File: src/rtl/sequence_generator.sv
`default_nettype none
// ============================================================================
// Module   : sequence_generator
// Purpose  : Serial pattern transmitter. A rising edge on button captures the
//            switch pattern and shifts it out MSB-first on seq_out, qualified
//            by seq_valid, followed by a one-cycle done pulse.
// Options  : SEQ_GEN_LOOP_EN - when defined, frames repeat from the captured
//            pattern until a further start edge requests a stop.
// Revision : 1.0 - initial release
// ============================================================================
module sequence_generator #(
    parameter int WIDTH      = 8,
    parameter int BIT_CYCLES = 1
) (
    input  logic             clk,
    input  logic             rst,
    input  logic             button,
    input  logic [WIDTH-1:0] switch,
    output logic             seq_out,
    output logic             seq_valid,
    output logic             busy,
    output logic             done
);

    localparam int c_BIT_W  = (WIDTH > 1) ? $clog2(WIDTH) : 1;
    localparam int c_HOLD_W = (BIT_CYCLES > 1) ? $clog2(BIT_CYCLES) : 1;

    localparam logic [c_BIT_W-1:0]  c_BIT_LAST  = c_BIT_W'(WIDTH - 1);
    localparam logic [c_HOLD_W-1:0] c_HOLD_LAST = c_HOLD_W'(BIT_CYCLES - 1);

    localparam logic [1:0] c_IDLE = 2'd0;
    localparam logic [1:0] c_SEND = 2'd1;
    localparam logic [1:0] c_DONE = 2'd2;

    logic [1:0]          r_state;
    logic [1:0]          w_next;
    logic                r_btn_q;
    logic [WIDTH-1:0]    r_shreg;
    logic [c_BIT_W-1:0]  r_bit_cnt;
    logic [c_HOLD_W-1:0] r_hold_cnt;
    logic                w_start;
    logic                w_last;
`ifdef SEQ_GEN_LOOP_EN
    logic [WIDTH-1:0]    r_pat_q;
    logic                r_stop_req;
`endif

    assign w_start = button & ~r_btn_q;
    assign w_last  = (r_bit_cnt == '0) && (r_hold_cnt == '0);

    // State register; reset always wins over a coincident start edge.
    always_ff @(posedge clk) begin
        if (rst) r_state <= c_IDLE;
        else     r_state <= w_next;
    end

    // Next-state selection and state-decoded outputs.
    always_comb begin
        w_next    = r_state;
        seq_valid = 1'b0;
        seq_out   = 1'b0;
        busy      = 1'b0;
        done      = 1'b0;
        case (r_state)
            c_IDLE: begin
                if (w_start) w_next = c_SEND;
            end
            c_SEND: begin
                seq_valid = 1'b1;
                seq_out   = r_shreg[WIDTH-1];
                busy      = 1'b1;
                if (w_last) w_next = c_DONE;
            end
            c_DONE: begin
                busy = 1'b1;
                done = 1'b1;
`ifdef SEQ_GEN_LOOP_EN
                // A stop request raised in this very cycle also ends the loop.
                w_next = (r_stop_req | w_start) ? c_IDLE : c_SEND;
`else
                w_next = c_IDLE;
`endif
            end
            default: w_next = c_IDLE;
        endcase
    end

    // Datapath: button history, pattern shifter and bit/hold counters.
    always_ff @(posedge clk) begin
        if (rst) begin
            r_btn_q    <= 1'b1;
            r_shreg    <= '0;
            r_bit_cnt  <= '0;
            r_hold_cnt <= '0;
        end else begin
            r_btn_q <= button;
            case (r_state)
                c_IDLE: begin
                    if (w_start) begin
                        r_shreg    <= switch;
                        r_bit_cnt  <= c_BIT_LAST;
                        r_hold_cnt <= c_HOLD_LAST;
                    end
                end
                c_SEND: begin
                    if (r_hold_cnt == '0) begin
                        r_shreg    <= r_shreg << 1;
                        r_hold_cnt <= c_HOLD_LAST;
                        if (r_bit_cnt != '0) r_bit_cnt <= r_bit_cnt - 1'b1;
                    end else begin
                        r_hold_cnt <= r_hold_cnt - 1'b1;
                    end
                end
                c_DONE: begin
`ifdef SEQ_GEN_LOOP_EN
                    if (w_next == c_SEND) begin
                        r_shreg    <= r_pat_q;
                        r_bit_cnt  <= c_BIT_LAST;
                        r_hold_cnt <= c_HOLD_LAST;
                    end
`endif
                end
                default: ;
            endcase
        end
    end

`ifdef SEQ_GEN_LOOP_EN
    // Loop mode: keep a copy of the pattern and latch stop requests.
    always_ff @(posedge clk) begin
        if (rst) begin
            r_pat_q    <= '0;
            r_stop_req <= 1'b0;
        end else begin
            if (r_state == c_IDLE && w_start) r_pat_q <= switch;
            if (r_state == c_DONE && w_next == c_IDLE)
                r_stop_req <= 1'b0;
            else if ((r_state == c_SEND || r_state == c_DONE) && w_start)
                r_stop_req <= 1'b1;
        end
    end
`endif

endmodule
`default_nettype wire

File: config.mk
export PLATFORM = sky130hd
export DESIGN_NAME = sequence_generator
export DESIGN_NICKNAME = d
export VERILOG_FILES = /design/src/rtl/sequence_generator.sv
export SDC_FILE = /design/constraint.sdc
export NUM_CORES = 1
export LEC_CHECK = 0
export CORE_AREA = 2 2 44 46
export CTS_BUF_LIST = sky130_fd_sc_hd__clkbuf_2
export DETAILED_ROUTE_END_ITERATION = 10
export DIE_AREA = 0 0 46 48
export PLACE_DENSITY = 0.73
export SLEW_MARGIN = 20
export SYNTH_ARGS = -nofsm -noshare
export SYNTH_HDL_FRONTEND = slang
export SYNTH_SLANG_ARGS = --single-unit
File: constraint.sdc
create_clock -name clk -period 1.8 [get_ports clk]
set_input_delay 0.36 -clock clk [delete_from_list [all_inputs] [get_ports clk]]
set_output_delay 0.36 -clock clk [all_outputs]
set_load 0.01 [all_outputs]
=== Word-level counts from Yosys, hierarchy flattened ===
Cells that the tools add are included.

* Latch bits: 0
* Memory bits (read-only): 0
* Logic and storage cells: 43
* Memories: 0
* Register bits after elaboration: 15
* Input port bits: 11
* RAM bits: 0
* Output and inout port bits: 4

* Bitwise operators: 3
* Shifts and indexed selects: 0
* Reduce and logical (&&, ||, !) cells: 10
* Equal/unequal tests: 6
* $lt $le $gt $ge: 0
* Multiplexer cells: 17
* $mul: 0
* $add $sub $neg: 2
* Div/mod/pow operators: 0

{| class="wikitable"
|+ Operators with widths
! operator !! number
|-
| $mux 8 || 2
|-
| $pmux 8 s2 || 1
|-
| $mux 3 || 3
|-
| $ne 2x2->1 const B || 4
|-
| $mux 1 || 6
|-
| $pmux 3 s2 || 1
|-
| $mux 2 || 2
|-
| $pmux 2 s2 || 1
|-
| $reduce_and 2->1 || 2
|-
| $reduce_and 4->1 || 1
|-
| $logic_not 3->1 || 1
|-
| $reduce_and 3->1 || 1
|-
| $reduce_bool 3->1 || 1
|-
| $sub 3x1->3 const B || 1
|-
| $eq 2x1->1 const B || 1
|-
| $eq 2x2->1 const B || 1
|-
| $logic_not 2->1 || 1
|-
| $not 1->1 || 2
|-
| $pmux 1 s2 || 1
|-
| $reduce_bool 2->1 || 1
|-
| $reduce_or 2->1 || 1
|-
| $and 1x1->1 || 1
|-
| $logic_and 1x1->1 || 1
|-
| $sub 1x1->1 const B || 1
|}

=== Depth between registers and ports, before layout ===
* Word-level depth: 4
* Depth in mapped cells: 6
* Mapped depth without buffers: 6

=== Worst setup path after synthesis ===
No wires, ideal clock.

* Path type: register to register
* Start: reg r_bit_cnt[0]
* End: reg r_bit_cnt[0]
* Arrival time: 1.449 ns
* Path buffers: 0
* Data required time: 1.679 ns
* Setup slack: 0.230 ns
* Stages on the path, launching flop included: 7
* Setup time: 0.121 ns
* Period minus slack after synthesis: 1.570 ns
* Cell sequence: dfxtp_1 inv_1 ha_1 ha_1 and2_1 a211o_2 mux2_4

* Longest elaborated chain between the ends: 4
* Elaborated cells between the ends (all ways): 7
* Those cells by class: 1 x add/sub; 1 x eq/ne; 3 x mux; 2 x reduce/logical

{| class="wikitable"
|+ RTL lines
! element !! RTL line !! RTL
|-
| start, declared || 39 || <nowiki>logic [c_BIT_W-1:0] r_bit_cnt;</nowiki>
|-
| start signal, assigned || 101 || <nowiki>r_bit_cnt <= c_BIT_LAST;</nowiki>
|-
| start signal, assigned || 109 || <nowiki>if (r_bit_cnt != '0) r_bit_cnt <= r_bit_cnt - 1'b1;</nowiki>
|-
| $sub 3x1->3 || 109 ||
|-
| $mux 3 || 109 ||
|-
| $mux 3 || 106 || <nowiki>if (r_hold_cnt == '0) begin</nowiki>
|-
| $pmux 3 s2 || 97 || <nowiki>case (r_state)</nowiki>
|}

Parallel ways exist; a longest one is shown, timed or not. The select of a mux whose other input is x is not followed.
A chain may end at the register's enable or synchronous reset.

=== Worst setup path in the final report ===
* Start: reg r_state[1]
* End: out seq_out

* Longest elaborated chain between the ends: 2

{| class="wikitable"
|+ RTL lines
! element !! RTL line !! RTL
|-
| start, declared || 35 || <nowiki>logic [1:0] r_state;</nowiki>
|-
| start signal, assigned || 53 || <nowiki>if (rst) r_state <= c_IDLE;</nowiki>
|-
| start signal, assigned || 54 || <nowiki>else r_state <= w_next;</nowiki>
|-
| $eq 2x1->1 || 64 || <nowiki>case (r_state)</nowiki>
|-
| $mux 1 || 64 ||
|-
| end, declared || 19 || <nowiki>output logic seq_out,</nowiki>
|}

No other way between the ends.

==> flow_metrics.py <==
metrics = {
    "status": {
        "status": "finished clean",
    },
    "timing": {
        "setup_ws_ps": 118,
        "min_period_over_period_pct": 93.4,
        "relSlewSlack_pct": 73.5,
        "fmax_ghz": 0.595,
        "slew_viol_final": 0,
        "setup_violations": 0,
        "fin_setup_tns_ps": 0,
        "worst_pin_slew_ps": 397,
        "hold_violations": 0,
        "rsz0062_at_grt": "no",
        "min_period_ps": 1680,
        "skew_ps": 10.7,
    },
    "floorplan": {
        "die_h_um": 48,
        "dieWidth_um": 46,
        "rows": 15,
        "dieArea_sq_mm": 0.00221,
        "initial_utilization_pct": 47.9,
        "ios": 15,
        "core_sq_mm": 0.00169,
    },
    "clock_network": {
        "cts_hold_buffers": 0,
        "path_clk_slew_ps": 140,
        "cts_made_buffers": 3,
        "cts_buffer_depth": 2,
        "cts_tree": "done",
        "cts_max_level": 1,
        "cts_root_buf": "clkbuf_2",
        "clkSinkCount": 14,
        "clk_latency_ps": 290,
    },
    "critical_path": {
        "cp_data_required_time_ps": 1440,
        "path_cells": "inv_2 > ha_4 > and2_1 > dlygate4sd2_1",
        "end_kind": "output port",
        "cp_max_fo": 5,
        "crit_slowest_cell": "dfxtp_2",
        "cpPeakStageDelay_ps": 370,
        "startpoint_type": "register",
        "cp_data_arrival_time_ps": 1320,
        "crit_type": "register to output port",
    },
    "synth": {
        "syn-cell-area_sq_um": 808,
        "yosysUniqueCellTypes": 22,
        "synth_fp_nets": 106,
        "yosys_most_used_dff": "dfxtp_1",
        "yosys.area.top_type": "dfxtp_1",
        "syn_area_per_cell_sq_um": 9.18,
        "ys_warn_count": 0,
        "synthTopCellsByArea": "dfxtp_1 (35%), ha_1 (11%), mux2i_1 (9.9%)",
        "synth_edf_count": 0,
        "yosysSeqAreaShare_pct": 34.7,
        "synth-seq-cells": 14,
        "syn_inst": 88,
        "async_flop_share_pct": 0,
        "synth_top_area_share_pct": 34.7,
    },
    "finish": {
        "regArea_sq_um": 285,
        "area_delta_synth_final_pct": 26.5,
        "num_antenna_cells": 0,
        "finalNetCount": 126,
        "drive_gt1_share_pct": 18.7,
        "nFillCells": 145,
        "multiInputGateArea_sq_um": 494,
    },
    "placement": {
        "dpl.hpwl_um": 1080,
        "io_buffer_count": 14,
        "gp_congestion": 0.780,
        "pre_cts_slack_ps": 61.3,
    },
    "global_route": {
        "grt_pass1_wl_um": 2350,
        "antenna_found_initial": 0,
        "grt_max_degree": 16,
        "grtUsageTotal_pct": 15.3,
        "grt_pass1_vias": 578,
        "grt.overflow.total": 0,
    },
    "drt": {
        "antenna_left": 0,
        "drt_iter0_drc": 14,
        "firstDrtPassIters": 4,
        "drc_errors": 0,
        "vias_per_cell": 5.35,
        "via_count": 664,
        "drt_wl_total_um": 1440,
        "avgRoutedWirePerCell_um": 11.6,
    },
    "pwr": {
        "power_density_mw_per_mm2": 1380,
        "p_leak_uw": 0.000441,
        "max-vdd-ir-drop_v": 0.000711,
    },
    "run": {
        "cap_violations": 0,
    },
    "hold_path": {
        "hold_class": "register to register",
    },
}
-- critical path, delay by kind of cell (launching register included) --
family        cells  cell delay, ps
fa+ha+maj         1             170
buf+inv           2             350
flops             1             370
simple gates      1             160
-- cell usage in the layout, fill, tap and decap left out, drive strengths merged --
master	n
a211o	1
a21boi	1
a21o	8
a21oi	12
and2	2
buf	6
clkbuf	3
clkdlybuf4s50	10
clkinv	1
dfxtp	14
dlygate4sd2	4
ha	7
inv	6
mux2	3
mux2i	8
nand2	2
nand2b	2
nand3	8
nand3b	1
nor2	4
nor2b	1
o211a	1
or2	1
or3b	1
-- registers in the layout, indices dropped and copies added, names as in the netlist --
register   flops
r_bit_cnt      3
r_btn_q        1
r_shreg        8
r_state        2
-- cell usage after synthesis, types with 2 or more instances --
cell type,n
nand3_1,8
mux2_4,3
mux2i_1,8
nand2b_1,2
a21o_1,7
ha_1,7
nor2_1,4
nand2_1,2
buf_2,4
dfxtp_1,14
and2_1,2
a21oi_1,12
inv_1,6
-- through the flow --
step           utilization [%]  area, sq um  cells  hold slack [ps]  power [uW]
2_1_floorplan                -          808     88              439        1060
3_3_place_gp              58.7          991    120              448        1250
3_5_place_dp              58.7          991    120              453        1270
4_1_cts                   60.5         1020    124              472        1430
5_1_grt                   60.5         1020    124              495        1540
6_report                  60.5         1020    124              468        1410
-- kinds of logic after synthesis --
kind of cell | synth area share, %
AOI/OAI and AO/OA | 18.4
and+or+nand+nor | 14.9
DFF | 34.7
buffers and inverters | 5.73
muxes | 15.5
adders and majority gates | 10.8
-- final cells by class --
type / instances / share of cell area (%)
Multi-Input combinational cell: 63 / 48.3
Sequential cell: 14 / 27.9
Timing Repair Buffer: 20 / 17.6
Inverter: 6 / 2.20
Tap cell: 17 / 2.08
Clock buffer: 3 / 1.47
Clock inverter: 1 / 0.367
-- power by group --
group / leakage, uW / total, uW / internal (uW) / switching (uW)
Sequential: 0.000116 / 457 / 405 / 52.0
Combinational: 0.000312 / 804 / 425 / 379
Clock: 0.0000140 / 153 / 48.2 / 105
Total: 0.000441 / 1410 / 878 / 536
-- what timing repair did --
action,in CTS,in global routing
resized for setup,10,0
endpoints found under the setup margin,4,0
buffers inserted,0,0
-- routing by layer --
| layer | up-vias | global-route usage (%) | wire length [um] |
|---|---|---|---|
| met2 | 16 | 25.0 | 701 |
| met1 | 306 | 17.8 | 641 |
| li1 | 342 | - | - |
| met3 | 0 | 7.92 | 92 |
| met4 | 0 | 3.43 | 0 |
| met5 | - | 0 | 0 |
-- worst paths after layout --
check          startpoint           end  slack [ps]  cells after the start
max            r_state[1]       seq_out         120                      4
min            r_shreg[7]    r_shreg[7]         470                      2
max reg2reg  r_bit_cnt[0]  r_bit_cnt[0]         140                      6
min reg2reg    r_shreg[7]    r_shreg[7]         470                      2
No activity file was read; power rests on OpenSTA's default activity.
==> variant (same settings) <==
Register the input `button` before use, without a reset. The logic sees it one clock later. The other inputs are not delayed to match.
--- a/src/rtl/sequence_generator.sv
+++ b/src/rtl/sequence_generator.sv
@@ -33,4 +33,10 @@
     localparam logic [1:0] c_DONE = 2'd2;
 
+    logic button_q;
+
+    always_ff @(posedge clk) begin
+        button_q <= button;
+    end
+
     logic [1:0]          r_state;
     logic [1:0]          w_next;
@@ -46,5 +52,5 @@
 `endif
 
-    assign w_start = button & ~r_btn_q;
+    assign w_start = button_q & ~r_btn_q;
     assign w_last  = (r_bit_cnt == '0) && (r_hold_cnt == '0);
 
@@ -94,5 +100,5 @@
             r_hold_cnt <= '0;
         end else begin
-            r_btn_q <= button;
+            r_btn_q <= button_q;
             case (r_state)
                 c_IDLE: begin
Function: changed (a bounded check fails within 4 cycles, from zero or initial values and one cycle with rst high).
==> variant against the unedited design <==
- sequential cell count is 1 higher
- synthesized area rose by 3.3%
- register-to-register slack got worse by 30 ps
- setup slack got worse by 11 ps
- final cell count shrank 0.81%
- sequential power decreased by 1%
- synthesized cell count up 1.1%
- wire length down 1.8%
- power decreased by 11%
- cell area up 0.73%
- non-clock buffer count shrank 2
- critical path type is now flop to flop
==> variant: results (changes against the unedited design) <==
- Status: completed
- Maximum vdd drop: 0.679 mV (-4.5%)
- Worst Tran Pin Value: 368 ps (-29.4 ps)
- Slowest cell on crit path: dfxtp_1
- Hold endpoint: r_shreg[4]
- Cell Int Power: 793 uW (-9.7%)
- Psw: 460 uW (-14%)
- Routed WL: 1410 microns (-1.8%)
- Filler Cells Inserted: 167 (+15%)
- Net Count, Synth: 107 (+0.94%)
- Fraction of the yosys area taken by sequential cells: 36.0% (+1.3 points)
- Overall Global Routing Usage: 15.4% (+0.14 points)
- Worst hold start: r_shreg[4]
- Layout cell share with drive strength beyond 1: 16.0% (-2.7 points)
- Post-CTS setup buffers: 1 (+1)
- Vias after detailed routing: 657 (-1.1%)
- Placer Congestion: 0.782 (+0.27%)
- Top cells by area, synth: dfxtp_1 36%, ha_1 10%, mux2i_1 9.6%, a21o_1 7.2%, a21oi_1 6.6%
- Pleak: 0.000441 uW (about the same)
- Global-route wire length before repair: 2370 microns (+0.89%)
- # nets final: 125 (-0.79%)
- Worst Path Max Fanout: 3 (-2)
- Dpl cells: 118 (-1.7%)
- Synth unique cells: 25 (+14%)
- Crit Path Category: flop to flop
- Worst-case clock skew: 16.6 ps (+5.93 ps)
- Hold_ws: 471 ps (+2.91 ps)
- R2R Path End: r_bit_cnt[2]
- Cell Area, Placed: 990 sq um (-0.13%)
- Number of global-route vias before repair: 541 (-6.4%)
- Vias per inst: 5.34 (-0.25%)
- Post-synth top cells: 15 x dfxtp_1, 11 x a21oi_1, 8 x a21o_1, 8 x mux2i_1, 8 x nand3_1
- DP Wirelength: 1040 microns (-4.0%)
- Combinational logic power: 635 uW (-21%)
- R2R Setup Slk: 110 ps (-30 ps)
- Final period util: 94.0% (+0.59 points)
[variant: routing by layer]
metal / GRT usage [%] / part of all wire (%) / vias to the layer above
met5: 0 / 0 / -
met1: 19.6 / 49 / 293
met2: 23.3 / 45 / 16
li1: - / - / 346
met3: 5.66 / 5.0 / 2
met4: 6.86 / 0.71 / 0
[variant: final cells by class]
class                           instances  area, sq um  share of cell area (%)
Multi-Input combinational cell         63          495                    48.1
Sequential cell                        15          305                    29.6
Timing Repair Buffer                   18          165                    16.0
Inverter                                6         22.5                    2.19
Tap cell                               17         21.3                    2.07
Clock buffer                            4         20.0                    1.94
[variant: kinds of logic after synthesis]
kind of cell / count (synthesis) / share of synthesized area [%]
and+or+nand+nor: 22 / 15.3
buffers and inverters: 11 / 6.15
muxes: 10 / 13.2
adders and majority gates: 7 / 10.5
AOI/OAI and AO/OA: 24 / 18.9
DFF: 15 / 36.0
